$ cat src/rtl/shift_rows_inverse_stage.sv
// Registered InvShiftRows stage with a 2-entry skid buffer; in_ready is a pure flop output.
// Optional macro SHIFT_ROWS_BIDIR_EN adds a per-word decrypt select (1 = inverse, 0 = forward).
module shift_rows_inverse_stage #(
  parameter int STATE_BITS = 128,
  parameter int BYTE_BITS  = 8
) (
  input  logic                  clock,
  input  logic                  reset_n,
  input  logic                  flush,
  input  logic                  in_valid,
  output logic                  in_ready,
  input  logic [STATE_BITS-1:0] in_state,
`ifdef SHIFT_ROWS_BIDIR_EN
  input  logic                  decrypt,
`endif
  output logic                  out_valid,
  input  logic                  out_ready,
  output logic [STATE_BITS-1:0] out_state,
  output logic [1:0]            occupancy
);

  if (STATE_BITS != 128 || BYTE_BITS != 8) begin : g_bad_param
    $error("shift_rows_inverse_stage supports only STATE_BITS=128, BYTE_BITS=8");
  end

  // state | meaning
  // EMPTY | no entries held, out_valid low
  // ONE   | MAIN holds the head word
  // FULL  | MAIN holds head, SKID holds next; in_ready low
  typedef enum logic [1:0] {
    S_EMPTY = 2'd0,
    S_ONE   = 2'd1,
    S_FULL  = 2'd2
  } state_t;

  // Byte i sits at [127-8i -: 8] and is row i%4, column i/4.
  function automatic logic [127:0] f_shift(input logic [127:0] s, input logic inv);
    logic [127:0] t;
    int src;
    t = '0;
    for (int c = 0; c < 4; c++) begin
      for (int r = 0; r < 4; r++) begin
        src = inv ? ((c - r) & 3) : ((c + r) & 3);
        t[127-8*(4*c+r) -: 8] = s[127-8*(4*src+r) -: 8];
      end
    end
    return t;
  endfunction

  state_t        r_state;
  logic          r_in_ready;
  logic [127:0]  r_main;
  logic [127:0]  r_skid;

  logic          w_dec;
  logic          w_in_xfer;
  logic          w_out_xfer;
  logic [127:0]  w_tin;

`ifdef SHIFT_ROWS_BIDIR_EN
  assign w_dec = decrypt;
`else
  assign w_dec = 1'b1;
`endif

  assign w_in_xfer  = in_valid && r_in_ready;
  assign w_out_xfer = out_ready && (r_state != S_EMPTY);
  assign w_tin      = f_shift(in_state, w_dec);

  always_ff @(posedge clock or negedge reset_n) begin
    if (!reset_n) begin
      r_state    <= S_EMPTY;
      r_in_ready <= 1'b1;
      r_main     <= '0;
      r_skid     <= '0;
    end else if (flush) begin
      // Data registers keep their contents; only occupancy is cleared.
      r_state    <= S_EMPTY;
      r_in_ready <= 1'b1;
    end else begin
      case (r_state)
        S_EMPTY: begin
          if (w_in_xfer) begin
            r_main  <= w_tin;
            r_state <= S_ONE;
          end
        end
        S_ONE: begin
          if (w_in_xfer && w_out_xfer) begin
            r_main <= w_tin;
          end else if (w_in_xfer) begin
            r_skid     <= w_tin;
            r_state    <= S_FULL;
            r_in_ready <= 1'b0;
          end else if (w_out_xfer) begin
            r_state <= S_EMPTY;
          end
        end
        S_FULL: begin
          if (w_out_xfer) begin
            r_main     <= r_skid;
            r_state    <= S_ONE;
            r_in_ready <= 1'b1;
          end
        end
        default: begin
          r_state    <= S_EMPTY;
          r_in_ready <= 1'b1;
        end
      endcase
    end
  end

  assign in_ready  = r_in_ready;
  assign out_valid = (r_state != S_EMPTY);
  assign out_state = r_main;
  assign occupancy = r_state;

endmodule

$ cat config.mk
export PLATFORM = sky130hd
export DESIGN_NAME = shift_rows_inverse_stage
export DESIGN_NICKNAME = d
export VERILOG_FILES = /design/src/rtl/shift_rows_inverse_stage.sv
export SDC_FILE = /design/constraint.sdc
export NUM_CORES = 1
export LEC_CHECK = 0
export ABC_AREA = 1
export CAP_MARGIN = 0
export CORE_MARGIN = 2
export CORE_UTILIZATION = 40
export CTS_CLUSTER_SIZE = 24
export DETAILED_ROUTE_END_ITERATION = 8
export MAX_ROUTING_LAYER = met4
export PLACE_DENSITY = 0.65
export SYNTH_ARGS = -nofsm -noshare
export SYNTH_HDL_FRONTEND = slang
export SYNTH_SLANG_ARGS = --single-unit
export TNS_END_PERCENT = 10
$ cat constraint.sdc
create_clock -name clock -period 4.9 [get_ports clock]
set_clock_uncertainty 0.1 [all_clocks]
set_input_delay 0.49 -clock clock [delete_from_list [all_inputs] [get_ports clock]]
set_output_delay 0.49 -clock clock [all_outputs]
set_load 0.1 [all_outputs]
# [After elaboration in Yosys (flattened, before gate mapping)]
# Cells that the tools add are included.
# Widths: inputs -> output; s select.
[word_totals] reg_bits=259 wordCells=43 output_inout_bits=132 input_bits=133
[classes] n_eq_ne=11 bitwise=2 mux=16 reduce_logical=10
[ops] cell="$mux 128" count=3
[ops] cell="$pmux 128 s3" count=1
[ops] cell="$mux 2" count=6
[ops] cell="$ne 3x3->1 const B" count=4
[ops] cell="$reduce_and 4->1" count=3
[ops] cell="$ne 2x2->1 const B" count=4
[ops] cell="$pmux 2 s3" count=1
[ops] cell="$reduce_and 5->1" count=1
[ops] cell="$mux 1" count=4
[ops] cell="$ne 4x4->1 const B" count=1
[ops] cell="$logic_and 1x1->1" count=3
[ops] cell="$pmux 1 s3" count=1
[ops] cell="$reduce_bool 3->1" count=1
[ops] cell="$eq 2x1->1 const B" count=1
[ops] cell="$eq 2x2->1 const B" count=1
[ops] cell="$logic_not 2->1" count=1
[ops] cell="$not 1->1" count=2
[ops] cell="$reduce_bool 2->1" count=1

# [Longest topological paths before layout]
[depth] depth_word=7 ltp_mapped=10 ltp_nobuf=8

# [Least setup slack after synthesis]
# No wires, ideal clock.
[synth_timing] path_type="register -> register" start="reg r_state[0], in the netlist occupancy[0]" end="reg r_skid[100]" required_ns=4.670 setup_time_ns=0.130 slack_ns=2.025 path_buffers=2 period_less_slack_ns=2.875 stages_incl_launch_ff=8 arrival_ns=2.645 path_cell_list="dfrtp_1 > inv_2 > nand2_1 > nand2_1 > nand4_1 > buf_2 > clkbuf_1 > o21ai_0"
[synth_between] elab_chain_cells=5 elab_cells_between_ends=6 classes_between="1 x eq/ne; 1 x bitwise; 4 x reduce/logical"
[synth_lines] element="start, declared" line="50" source="state_t r_state;"
[synth_lines] element="start signal, assigned" line="72" source="r_state <= S_EMPTY;"
[synth_lines] element="start signal, assigned" line="78" source="r_state <= S_EMPTY;"
[synth_lines] element="start signal, assigned" line="85" source="r_state <= S_ONE;"
[synth_lines] element="$reduce_bool 2->1"
[synth_lines] element="named net out_valid" line="16" source="output logic out_valid,"
[synth_lines] element="$logic_and 1x1->1" line="67" source="assign w_out_xfer = out_ready && (r_state != S_EMPTY);"
[synth_lines] element="$logic_and 1x1->1" line="89" source="if (w_in_xfer && w_out_xfer) begin"
[synth_lines] element="$not 1->1 (no source line)"
[synth_lines] element="$reduce_and 4->1 (no source line)"
[synth_lines] element="end signal, assigned" line="92" source="r_skid <= w_tin;"
[synth_lines] element="end, declared" line="53" source="logic [127:0] r_skid;"
# The timed path passes the listed nets, and every way through them passes these cells.
# A chain may end at the register's enable or synchronous reset.

# [Worst setup path in the final report]
[layout_timing] start="reg r_state[1], in the netlist occupancy[1]" end="out out_valid"
[layout_between] elab_chain_cells=1
[layout_lines] element="$reduce_bool 2->1" line="115" source="assign out_valid = (r_state != S_EMPTY);"
[layout_lines] element="end, declared" line="16"
# No other way between the ends.

==> run metrics <==
status=completed; Core ar.=~28,000 sq um; postcts setup bufs=0; Routed WL per cell=~15 um; CTS-repair resized insts=0; routed vias/inst=roughly 4.8; CP cell instances=inv_2 -> nand2_1 -> clkdlybuf4s50_1; R2R depth=7; post-synth top area share=a little under three fifths; Rel. slew slack=29.3%; initial detailed-routing violation count=about 700; largest net degree at the start of global routing=~140; Net count, final=1,759; Synth area leader=dfrtp_1; area of the die=about 30,000 sq um; GRT Total Usage=20.4%; worst reg2reg setup slack=just over 2 ns; crit-path max FO=5; setup TNS=0 ns; Final Instance Area=15,200 sq um; DIE HEIGHT=173 um; worst hold path class=primary input to asynchronous set/reset pin; setup slack at placement=about 1.7 ns; RR Endpoint=out_state[101]; unrepaired setup endpoints after global routing=no; Routed Antenna Nets=0; CTS tree=done; crit path DAT=2.43 ns; Seq. cell area=around 6500 sq um; Final Max Tran Viols=0; IO Port Bufs=approximately 260; Placer Congestion=0.781; total number of vias=9,705; CP required=4.31 ns; vias in the first global route=approximately 9,400; Final Critical Period=roughly 3.0 ns; Layout area overhead=33.0%; Max clock buf depth=3; worst r2r src=occupancy[1]; Tcrit/Tclk final=between 60 and 70%; Initial Utilization=~41%; hold buffers post-CTS=1; Final WS setup=around 1.9 ns; I/O pins=~270; Fmax=roughly 330 MHz; CTS H-Tree Depth=1; first-pass GRT wire length=49,300 um; Setup Crit Path Kind=flip-flop to primary output; final hold violation count=0; die width=173 um; # Max-Cap Violations=0; Final Setup Violations=0; share of flip-flops with an asynchronous set or reset=100%; total grt overflow=0; CTS buffer count=29; syn nets=1,548; # DRC=0; placed standard-cell area=~14,000 sq um; top cells by instance count after synthesis=nand2_1, o21ai_0, dfrtp_1; synth warn=0; Unique masters post-synth=19; Slew @ Worst Pin=1.06 ns; most frequent cell after synthesis=nand2_1; CP startpoint kind=flip-flop; Primary FF master, synth=dfrtp_1; drt pass-1 iters=7; Worst path max stage delay=1.17 ns; Synth Instances=~1,400; CTS clk-pin slew, worst paths=around 0.060 ns; #FFs+latches synth=about 260; CTS sink count=approximately 260; filler cell count=between 2,000 and 3,000; drt total wl=around 29,000 um; Synth area leaders=dfrtp_1, nand2_1, o21ai_0; Row Count=between 60 and 70; Root Driver=clkbuf_16; dpl hpwl=~18,000 um; Post-synth EDFFs=0; CP max stage cell=clkdlybuf4s50_1; initial antenna violation count=1; share of cells above drive strength 1=under 10%; Mapped Area=between 10,000 and 15,000 sq um; worst-skew pair later-pin latency=around 0.53 ns; sequential share of the synthesized area=56.6%; crit end category=primary output; footprint of the multi-input gates=~4000 sq um; syn avg cell area=~8 sq um
routing by layer:
metal	global-route usage (%)	up-vias	routed length [um]
li1	-	4881	-
met1	27.5	4518	13600
met2	32.0	257	13600
met3	3.21	49	1460
met4	5.76	0	775
met5	-	-	0
cell usage in the layout (no fill, tap or decap), types with 2 or more instances in the layout:
cell,Yosys,final
clkbuf_1,48,3
dfrtp_1,258,258
clkdlybuf4s50_1,0,263
buf_12,0,3
clkbuf_16,0,29
inv_2,3,3
nand2_1,496,495
buf_4,11,9
nor2_4,1,2
o211ai_1,2,2
a21oi_1,31,31
inv_1,131,131
o21ai_0,320,320
clkinv_2,0,12
nor2_1,33,33
nand3_1,4,4
clkbuf_8,0,3
bufinv_16,0,4
o21ai_1,35,34
state kept, by name (all words and copies together), names as in the netlist:
signal and count:
out_state 128, in_ready 1, occupancy 2, r_skid 128
worst max path at each step:
stage / start / cells after the start / slack [ns] / to
finish: occupancy[1] / 3 / 1.88 / out_valid
floorplan: occupancy[0] / 7 / 2.03 / r_skid[100]
global placement: out_ready / 8 / 1.76 / out_state[28]
CTS: occupancy[1] / 3 / 1.88 / out_valid
detailed placement: out_ready / 8 / 1.75 / out_state[94]
global route: occupancy[1] / 7 / 1.74 / out_state[101]
cell type report:
cell class / count / share of cell area, %
antenna: 1 / 0.0164
clock buffer: 35 / 5.11
clock inverter: 17 / 1.23
inverter: 134 / 3.31
multi-input combinational: 925 / 26.3
sequential: 259 / 42.6
tap: 378 / 3.11
timing repair buffer: 277 / 18.3
critical path: cells and delay by family (launching register included):
family / cells / cell delay, ns
simple gates: 1 / 0.11
buf+inv: 2 / 1.28
flops: 1 / 0.50
cell families (layout without fill, tap and decap cells):
| group | after synthesis | after routing | synth area share (%) |
|---|---|---|---|
| AO/OA/AOI/OAI | 388 | 388 | 17.0 |
| flip-flops | 259 | 259 | 56.6 |
| buffers and inverters | 231 | 463 | 8.57 |
| other | 0 | 1 | 0 |
| AND/OR/NAND/NOR | 537 | 537 | 17.8 |
through the flow:
stage / cells / utilization [%] / hold slack (ns)
6_report: 2026 / 54.3 / 0.379
3_5_place_dp: 1972 / 50.8 / 0.351
4_1_cts: 2025 / 54.3 / 0.386
5_1_grt: 2026 / 54.3 / 0.405
3_3_place_gp: 1972 / 50.8 / 0.353
2_1_floorplan: 1415 / - / 0.0944
Power is not shown: default switching activity piles up to over one toggle a cycle in this logic, so the estimate is an artifact.
